## src/rtl/if_bus_if.sv

```systemverilog
// if_bus_if -- instruction-fetch bus master.
// Routes the IF-stage fetch either to the scratch-pad memory (same-cycle) or to
// the shared bus (request/grant, one-cycle address strobe, ready handshake),
// and drives `busy` into the pipeline stall path while a bus fetch is pending.
// Optional feature: define IF_BUS_TIMEOUT_EN to enable an ACCESS-state watchdog
// that abandons a bus fetch after TIMEOUT_CYCLES cycles and pulses bus_err.
module if_bus_if #(
   parameter int                ADDR_W         = 30,
   parameter int                DATA_W         = 32,
   parameter int                SEG_W          = 3,
   parameter logic [SEG_W-1:0]  SPM_SEG        = 3'b011,
   parameter int                TIMEOUT_CYCLES = 255
) (
   input  logic              clk,
   input  logic              reset,
   input  logic [ADDR_W-1:0] addr,
   input  logic              as_,
   input  logic              stall,
   input  logic              flush,
   output logic [DATA_W-1:0] rd_data,
   output logic              busy,
   output logic [ADDR_W-1:0] spm_addr,
   output logic              spm_as_,
   input  logic [DATA_W-1:0] spm_rd_data,
   output logic              bus_req_,
   input  logic              bus_grnt_,
   output logic [ADDR_W-1:0] bus_addr,
   output logic              bus_as_,
   output logic              bus_rw,
   input  logic [DATA_W-1:0] bus_rd_data,
   input  logic              bus_rdy_,
   output logic              bus_err
);

   typedef enum logic [1:0] {
      IDLE   = 2'd0,
      REQ    = 2'd1,
      ACCESS = 2'd2,
      WAIT   = 2'd3
   } state_t;

   localparam logic [DATA_W-1:0] NOP = '0;

   state_t            state;
   logic [DATA_W-1:0] rd_buf;
   logic              discard;
   logic              spm_hit;
   logic              timeout;
   logic              drop_data;

   // The SPM sees the fetch address directly; only the strobe is qualified.
   assign spm_addr  = addr;
   assign spm_hit   = (addr[ADDR_W-1 -: SEG_W] == SPM_SEG);
   // A flush in the rdy cycle itself counts just like one in an earlier cycle.
   assign drop_data = discard | flush;
   // This master never writes.
   assign bus_rw    = 1'b1;

`ifdef IF_BUS_TIMEOUT_EN
   logic [7:0] to_cnt;

   assign timeout = (state == ACCESS) && bus_rdy_ &&
                    (to_cnt == 8'(TIMEOUT_CYCLES - 1));

   // Watchdog: count ACCESS cycles without rdy; pulse bus_err after giving up.
   always_ff @(posedge clk or posedge reset) begin
      if (reset) begin
         to_cnt  <= '0;
         bus_err <= 1'b0;
      end else begin
         bus_err <= timeout;
         if (state == REQ && !flush && !bus_grnt_)
            to_cnt <= '0;
         else if (state == ACCESS && bus_rdy_ && !timeout)
            to_cnt <= to_cnt + 8'd1;
      end
   end
`else
   assign timeout = 1'b0;
   assign bus_err = 1'b0;
`endif

   // Fetch result and stall request, decoded from state and live inputs.
   always_comb begin
      // NOTE: every output gets a default first so no path leaves it unassigned
      // (an unassigned path in always_comb would infer a latch).
      rd_data = NOP;
      busy    = 1'b0;
      spm_as_ = 1'b1;
      if (!reset) begin
         case (state)
            IDLE: begin
               if (!flush && !as_) begin
                  if (spm_hit) begin
                     spm_as_ = 1'b0;
                     rd_data = spm_rd_data;
                  end else begin
                     busy = 1'b1;
                  end
               end
            end
            REQ: begin
               busy = 1'b1;
            end
            ACCESS: begin
               if (!bus_rdy_) begin
                  if (!drop_data)
                     rd_data = bus_rd_data;
               end else if (!timeout) begin
                  busy = 1'b1;
               end
            end
            WAIT: begin
               if (!flush)
                  rd_data = rd_buf;
            end
            default: ;
         endcase
      end
   end

   // Bus-side FSM with registered request, strobe and address.
   always_ff @(posedge clk or posedge reset) begin
      if (reset) begin
         state    <= IDLE;
         bus_req_ <= 1'b1;
         bus_as_  <= 1'b1;
         bus_addr <= '0;
         rd_buf   <= '0;
         discard  <= 1'b0;
      end else begin
         // NOTE: non-blocking assignments throughout, so every register here
         // samples pre-edge values regardless of statement order.
         bus_as_ <= 1'b1;
         case (state)
            IDLE: begin
               if (!flush && !as_ && !spm_hit) begin
                  bus_req_ <= 1'b0;
                  bus_addr <= addr;
                  state    <= REQ;
               end
            end
            REQ: begin
               if (flush) begin
                  bus_req_ <= 1'b1;
                  state    <= IDLE;
               end else if (!bus_grnt_) begin
                  bus_as_ <= 1'b0;
                  discard <= 1'b0;
                  state   <= ACCESS;
               end
            end
            ACCESS: begin
               if (!bus_rdy_) begin
                  rd_buf   <= bus_rd_data;
                  bus_req_ <= 1'b1;
                  discard  <= 1'b0;
                  state    <= (stall && !drop_data) ? WAIT : IDLE;
               end else if (timeout) begin
                  bus_req_ <= 1'b1;
                  discard  <= 1'b0;
                  state    <= IDLE;
               end else if (flush) begin
                  // The bus cannot abort a transfer; remember to drop its data.
                  discard <= 1'b1;
               end
            end
            WAIT: begin
               if (flush || !stall)
                  state <= IDLE;
            end
            default: state <= IDLE;
         endcase
      end
   end

endmodule

```

## config.mk

```make
export PLATFORM = sky130hd
export DESIGN_NAME = if_bus_if
export DESIGN_NICKNAME = d
export VERILOG_FILES = /design/src/rtl/if_bus_if.sv
export SDC_FILE = /design/constraint.sdc
export NUM_CORES = 1
export LEC_CHECK = 0
export ABC_AREA = 1
export BUFFER_PORTS_ARGS = -buffer_cell sky130_fd_sc_hd__buf_2
export CAP_MARGIN = 15
export CORE_MARGIN = 10
export CORE_UTILIZATION = 42
export CTS_CLUSTER_SIZE = 10
export DETAILED_ROUTE_END_ITERATION = 10
export PLACE_DENSITY = 0.84
export SLEW_MARGIN = 20
export SYNTH_ARGS = -nofsm -noshare
export SYNTH_HDL_FRONTEND = slang
export SYNTH_SLANG_ARGS = --single-unit
```

## constraint.sdc

```tcl
create_clock -name clk -period 3.1 [get_ports clk]
set_clock_uncertainty 0.1 [all_clocks]
set_input_delay 0.465 -clock clk [delete_from_list [all_inputs] [get_ports clk]]
set_output_delay 0.465 -clock clk [all_outputs]
set_load 0.01 [all_outputs]
```

==> results of run 1 <==
sequential cells by signal, indices dropped and copies added, names as in the netlist:
register	cells
bus_addr	30
rd_buf	32
discard	1
state	2
bus_req_	1
bus_as_	1
cells in the mapped netlist, types with 3 or more instances:
master / instances
sky130_fd_sc_hd__ha_1: 5
sky130_fd_sc_hd__o21ai_1: 9
sky130_fd_sc_hd__clkbuf_1: 8
sky130_fd_sc_hd__buf_2: 14
sky130_fd_sc_hd__inv_1: 72
sky130_fd_sc_hd__nor2_1: 104
sky130_fd_sc_hd__nand3_1: 37
sky130_fd_sc_hd__nand2_2: 11
sky130_fd_sc_hd__nand2_1: 70
sky130_fd_sc_hd__dfrtp_1: 65
sky130_fd_sc_hd__o21ai_0: 50
sky130_fd_sc_hd__buf_4: 34
sky130_fd_sc_hd__a21oi_1: 36
sky130_fd_sc_hd__buf_6: 3
routing by layer:
metal  wire [um]  global-route usage (%)
met1        4580                    19.2
met2        5880                    29.5
met3         768                    4.52
met4         131                    5.42
met5           0                       0
cell type report:
| type | count | area [um^2] |
|---|---|---|
| fillers | 905 | 4230 |
| flip-flops and latches | 67 | 1680 |
| multi-input cells | 334 | 1550 |
| repair buffers | 202 | 1040 |
| inverters | 72 | 278 |
| well taps | 111 | 139 |
| clock buffers | 9 | 124 |
| clock inverters | 6 | 115 |
worst paths after layout:
check / from / endpoint / slack, ps / depth (start not counted)
worst max-delay path: state[1]$_DFFE_PP0P_ / rd_data[26] / 340 / 7
worst min-delay path: addr[20] / bus_addr[20]$_DFFE_PP0P_ / 250 / 3
worst min register to register: bus_req_$_DFFE_PP1P_ / bus_req_$_DFFE_PP1P_ / 360 / 2
max in group asynchronous: reset / rd_buf[30]$_DFFE_PP0P_ / 2000 / 3
min in group asynchronous: reset / bus_addr[13]$_DFFE_PP0P_ / 320 / 3
worst max register to register: state[0]$_DFFE_PP0P_ / rd_buf[0]$_DFFE_PP0P_ / 920 / 7
cells by family (layout without fill, tap and decap cells):
logic type      Yosys count  in the layout  synth area share (%)
flops                    67             67                  42.9
compound gates           98             98                  12.8
other cells               2              2                 0.192
fa+ha+maj                 5              5                  1.60
buf+inv                 132            289                  17.4
simple gates            229            229                  25.1
metrics by stage:
| stage | cells | cell area, um^2 | setup WS, ps | hold WS [ps] |
|---|---|---|---|---|
| after floorplan | 533 | 3910 | 340 | 367 |
| after global placement | 786 | 4680 | 620 | 352 |
| after detailed placement | 786 | 4680 | 579 | 357 |
| after CTS | 801 | 4920 | 284 | 241 |
| after global routing | 801 | 4930 | 118 | 250 |
| final | 801 | 4930 | 341 | 252 |
where the power goes:
group	internal, W	switching, W
clock	0.000532	0.000344
sequential	0.00130	0.000167
combinational	0.000516	0.000903
total	0.00235	0.00141
critical path: cells and delay by family (launching register included):
family / cells / cell delay, ps
AOI/OAI and AO/OA: 1 / 170
adders and majority gates: 1 / 280
buffers and inverters: 2 / 270
DFF: 1 / 440
and+or+nand+nor: 3 / 690
cells in the final DEF (no fill, tap or decap), drive strengths merged:
cell	instances
dfrtp	65
conb	2
dfstp	2
o21ai	60
bufinv	3
clkinv	2
clkinvlp	3
clkbuf	9
inv	70
ha	5
nand3	39
o21bai	1
a21boi	1
or2	2
buf	202
nor2	106
a21oi	36
nand2	82
what timing repair did:
action	in CTS	in global routing
endpoints found under the hold margin	0	0
resized for setup	0	1
setup endpoints to repair	0	32
==> results.md, run 1 <==
Final layout:
- At the end of the flow, the number of nets in the layout was 792.
- Relative to the synthesized area, the layout overhead comes to 26.0%.
- The number of inserted diodes is 0.
- The final core utilization is 53.8%.
- In the final layout, the share of cells above drive strength 1 is 34.9%.

Synthesis:
- The post-synthesis instance area is 0.00391 mm^2.
- The share of the Yosys chip area taken by registers is 42.9%.
- The largest area contributor in the synthesized netlist is sky130_fd_sc_hd__dfrtp_1.
- The number of different library cells used by synthesis comes to 25.
- The number of synthesized flops with an enable pin is 0.
- The register bit count reported by yosys is 67.
- By area the synthesized netlist is led by sky130_fd_sc_hd__dfrtp_1 42%, sky130_fd_sc_hd__nor2_1 10%, sky130_fd_sc_hd__inv_1 6.9%, sky130_fd_sc_hd__nand2_1 6.7%, sky130_fd_sc_hd__buf_4 6.5%.
- The synthesized design devotes to its leading area cell type 41.6% of total area.
- The synthesized instance count is 533.
- Among all flip-flop cells after synthesis, the most frequent one is sky130_fd_sc_hd__dfrtp_1.
- The mean post-synth cell area is 7.34 um^2.
- Counting every net in the synthesized netlist gives 639.
- The Yosys step of the flow raised 0 warnings.
- The share of synthesized registers carrying an async set or reset is 100%.

Power:
- The total power of the final layout is 0.00376 W.
- The static leakage is 2.70 nW.
- The total power divided by cell area is 763 mW/mm^2.
- IR analysis of the VDD net gives a maximum drop of 0.000439 V.

Route:
- The number of remaining DRC errors is 0.
- Summing over every cut layer, the via total after detailed routing is 3709.
- The ratio of routed vias to standard cells is 4.63.
- The average routed wire per standard cell is 14.2 um.
- The final antenna-violating net count is 0.
- The iteration count of the initial detailed-routing pass is 4.
- The final wirelength is 11400 um.
- The starting DRC count in detailed routing is 250.

Critical path:
- STA classifies the critical path startpoint as a flop.
- The maximum fanout encountered on the critical timing path is 33.
- The master of the slowest instance on the critical path is sky130_fd_sc_hd__dfrtp_1.
- The critical path is of the reg -> out type.
- The worst stage delay on the critical path is 440 ps.
- For the worst setup path, the data required time is 2530 ps.
- Traced cell by cell, the critical path runs through inv_1, ha_1, nand2_4, nor2_8, nand2_1, a21oi_1, buf_2.
- The capturing element type of the critical path is a primary output.
- The arrival time of data at the critical path endpoint is 2190 ps.

Clocking:
- The clock tree root buffer cell is sky130_fd_sc_hd__clkbuf_8.
- The number of hold buffers added after cts is 0.
- The post-CTS setup-driven buffer insertion count is 0.
- After clock tree synthesis, the clock-pin slew on the worst setup and hold paths is 80 ps.
- The longest clock path from root to sink contains 2 buffers.
- The later pin in the worst-skew pair is clocked with a latency of 330 ps.
- TritonCTS built the clock tree.
- The number of clock sinks is 67.
- The total number of H-tree levels is 3.
- The number of clock buffers inserted by TritonCTS is 9.

Place:
- The quantity of I/O buffers inserted on ports is 196.
- The final weighted congestion in routability-driven placement is 0.828.
- The final HPWL from detailed placement is 8490 um.

Global route:
- The aggregate global-route resource usage is 16.8%.
- The number of global-route vias before repair is 3820.
- Entering global routing, the biggest net connects 69 pins.
- The overall overflow remaining after global route is 0.
- The first global-routing pass estimated 18100 um of wire.
- The number of antenna violations at the first check in global routing is 0.

STA:
- Setup violations remaining at the end of the flow were counted as 0.
- The shortest period the worst path allows is 2760 ps.
- Of the available clock period, the critical path in the final layout requires 89.0%.
- Setup repair after global routing left no endpoint under its margin.
- For the pin with the worst max-slew slack, the measured transition is 853 ps.
- The final-report max-slew violation count is 0.
- The final number of hold-violating endpoints is 0.
- The fmax is 362 MHz.
- Headroom to the max-slew limit came out at 43.1%.
- The setup TNS is 0 ps.

Die:
- The core area is 0.00915 mm^2.
- Pin placement for this block handled 199 I/O pins.
- The x dimension of the die is 116 um.
- The floorplan step set the die height to 116 um.
- The starting utilization of the core area is 42.7%.
- After floorplanning, the core was divided into 35 placement rows.
- The floorplan die area is 0.0136 mm^2.

Run status:
- The flow ran to the end, and the final reports show no timing, DRC or antenna violations.

Hold path:
- The tightest min-delay check is of the in -> reg type.

Flow run:
- The tool flagged a number of max-cap violations equal to 0.
Power figures use the tool's default switching activity.
==> run 2: changes to the inputs <==
--- a/config.mk
+++ b/config.mk
@@ -9,10 +9,10 @@
 export BUFFER_PORTS_ARGS = -buffer_cell sky130_fd_sc_hd__buf_2
 export CAP_MARGIN = 15
 export CORE_MARGIN = 10
-export CORE_UTILIZATION = 42
+export CORE_UTILIZATION = 46
 export CTS_CLUSTER_SIZE = 10
 export DETAILED_ROUTE_END_ITERATION = 10
-export PLACE_DENSITY = 0.84
+export PLACE_DENSITY = 0.87
 export SLEW_MARGIN = 20
 export SYNTH_ARGS = -nofsm -noshare
 export SYNTH_HDL_FRONTEND = slang
==> constraint.sdc (replaced) <==
create_clock -name clk -period 2.59 [get_ports clk]
set_clock_uncertainty 0.1 [all_clocks]
set_input_delay 0.3885 -clock clk [delete_from_list [all_inputs] [get_ports clk]]
set_output_delay 0.3885 -clock clk [all_outputs]
set_load 0.01 [all_outputs]
==> results.md, run 2 (synthesis gave the netlist of run 1 again) <==
Run status:
- The run finished with clean final reports.

Die:
- The starting utilization of the core area is 47.3% (+4.6 points).
- The die height is 112 um (-3.7%).
- The x dimension of the die is 112 um (-3.7%).
- The core area is 0.00826 mm^2 (-9.8%).
- The number of core rows is 33 (-5.7%).
- The floorplan die area was 0.0126 mm^2 (-7.2%).
- The number of top-level pins came to 199 (unchanged).

Final layout:
- rd_buf holds more flip-flops than any other register.
- The largest registers in the layout are rd_buf x32, bus_addr x30, state x2.
- The number of flip-flops under the largest register name came to 32 (unchanged).
- The number of inserted diodes came to 0 (unchanged).
- The final core utilization came to 60.1% (+6.2 points).
- The synthesis-to-layout area growth is 26.9%.
- The fraction of final layout cells sized beyond drive strength 1 is 35.7% (+0.80 points).
- The most common cell after layout, fill and taps aside is sky130_fd_sc_hd__buf_2.
- The post-layout net count is 800 (+1.0%).
- The number of filler instances in the final layout is 772 (-15%).
- Leaving out fill and tap cells, the most frequent cells in the layout are 196 x sky130_fd_sc_hd__buf_2, 103 x sky130_fd_sc_hd__nor2_1, 70 x sky130_fd_sc_hd__inv_1.
- The post-route cell area is 0.00496 mm^2 (+0.69%).

Route:
- The number of vias in the routed layout is 3936 (+6.1%).
- The starting DRC count in detailed routing came to 230 (-8.0%).
- The final antenna-violating net count is 0 (unchanged).
- The iteration count of the initial detailed-routing pass is 4 (unchanged).
- The number of remaining DRC errors is 0 (unchanged).
- The ratio of routed vias to standard cells was 4.91 (+6.0%).
- The final wirelength was 12200 um (+7.4%).
- The average routed wire per standard cell came to 15.2 um (+7.3%).

Critical path:
- The worst stage delay on the critical path is 440 ps (about the same).
- The worst setup path is captured at a primary output.
- The critical path goes through inv_1, ha_2, nand2_4, nor2_4, buf_12, nand2_2, a21oi_1, buf_2.
- The category of cells accounting for the largest share of critical-path delay is buffers and inverters.
- The worst setup path is launched from a flop.
- The arrival time of data at the critical path endpoint is 1950 ps (-240 ps).
- The master of the slowest instance on the critical path is sky130_fd_sc_hd__dfrtp_1.
- The maximum fanout encountered on the critical timing path is 12 (-64%).
- The number of buffer and inverter stages on the critical path is 3 (+1).
- The worst setup path is of the reg -> out kind.
- The endpoint required time on the critical path is 2100 ps (-430 ps).

Clocking:
- The number of clock sinks is 67 (unchanged).
- The clock latency reported for the late side of the worst-skew pair is 310 ps (-20 ps).
- The number of buffers on the longest clock path was 2 (unchanged).
- The register clock-pin slew on the reported worst setup and hold paths was 70 ps (about the same).
- The CTS tree is built.
- The total number of H-tree levels is 3 (unchanged).
- The clock tree root buffer cell is sky130_fd_sc_hd__clkbuf_8.
- The number of clock buffers inserted by TritonCTS is 9 (unchanged).

Place:
- The post-place instance area is 0.00466 mm^2 (-0.59%).
- The quantity of I/O buffers inserted on ports is 196 (unchanged).
- The final HPWL from detailed placement came to 8980 um (+5.7%).
- The worst slack after detailed placement is 266 ps (-313 ps).
- The final weighted congestion in routability-driven placement is 0.842 (+1.7%).

STA:
- The smallest clock period supported by the final layout is computed as 2440 ps.
- The setup TNS is 0 ps (unchanged).
- The worst max-slew margin expressed relative to the limit is 42.8% (-0.32 points).
- Setup repair after global routing left no endpoint under its margin.
- The slew at the pin closest to its max-slew limit is 858 ps (+4.80 ps).
- The final-report max-slew violation count is 0 (unchanged).
- The fmax is 410 MHz.
- The minimum setup slack in the final design is 152 ps (-189 ps).
- The number of setup violations in the final report came to 0 (unchanged).
- The worst path uses 94.1% of the clock period.
- The final number of hold-violating endpoints was 0 (unchanged).

Power:
- The peak supply drop is 0.000545 V (+24%).
- The total power divided by cell area came to 875 mW/mm^2 (+15%).
- The static leakage came to 2.73 nW (+0.95%).

Global route:
- The aggregate global-route resource usage came to 18.0% (+1.3 points).
- The number of antenna violations at the first check in global routing came to 0 (unchanged).
- The global-route wire length before repair is 19200 um (+6.2%).
- The number of global-route vias before repair came to 4014 (+5.1%).
- The overall overflow remaining after global route is 0 (unchanged).
- The maximum number of pins on one net before global-route repair is 68 (-1.4%).

Flow run:
- The number of maximum-capacitance violations was 0 (unchanged).

Hold path:
- The type of the worst min-delay path is in -> reg.
## run 2: worst reg2reg max path, delay by kind of cell (launching register included)
family | cells | cell delay (ps)
buffers and inverters | 4 | 710
AOI/OAI and AO/OA | 1 | 150
adders and majority gates | 1 | 180
and+or+nand+nor | 1 | 80
DFF | 1 | 440
## run 2: final cells by class
cell class / instances / area, um^2 / share of cell area, %
inverter: 72 / 278 / 5.60
sequential: 67 / 1680 / 33.8
tap: 105 / 131 / 2.65
clock buffer: 11 / 141 / 2.85
timing repair inverter: 1 / 7.51 / 0.151
clock inverter: 3 / 40.0 / 0.807
timing repair buffer: 208 / 1100 / 22.2
multi-input combinational: 335 / 1580 / 31.9
## run 2: metrics by stage
step	cells	hold slack, ps	power, W
2_1_floorplan	533	367	0.00288
3_3_place_gp	779	348	0.00339
3_5_place_dp	779	368	0.00348
4_1_cts	796	185	0.00433
5_1_grt	802	195	0.00471
6_report	802	209	0.00434
## run 2: path summary, 6_finish.rpt
kind | start | slack (ps) | end | cells past startpoint
setup / recovery | state[0]$_DFFE_PP0P_ | 150 | rd_data[8] | 8
hold / removal | addr[23] | 210 | bus_addr[23]$_DFFE_PP0P_ | 3
setup reg to reg | state[0]$_DFFE_PP0P_ | 800 | rd_buf[10]$_DFFE_PP0P_ | 7
hold reg to reg | bus_req_$_DFFE_PP1P_ | 380 | bus_req_$_DFFE_PP1P_ | 2
max in group asynchronous | reset | 1480 | rd_buf[15]$_DFFE_PP0P_ | 3
min in group asynchronous | reset | 330 | rd_buf[5]$_DFFE_PP0P_ | 3
## run 2: timing repair
action,in CTS,in global routing
hold buffers,0,0
endpoints found under the setup margin,32,32
gates resized for setup,0,8
pin swaps,1,1
cloned,1,1
setup buffers,2,5
## run 2: power by group
group	switching [W]	total [W]	leakage [nW]	internal, W
clock	0.000371	0.000829	0.0950	0.000458
sequential	0.000203	0.00176	0.817	0.00155
combinational	0.00111	0.00176	1.82	0.000647
## run 2: routing by layer
layer  wire, um  global-route usage, %
met1       4700                   19.8
met2       6460                   32.5
met3        743                   3.99
met4        305                   8.04
met5          0                      0
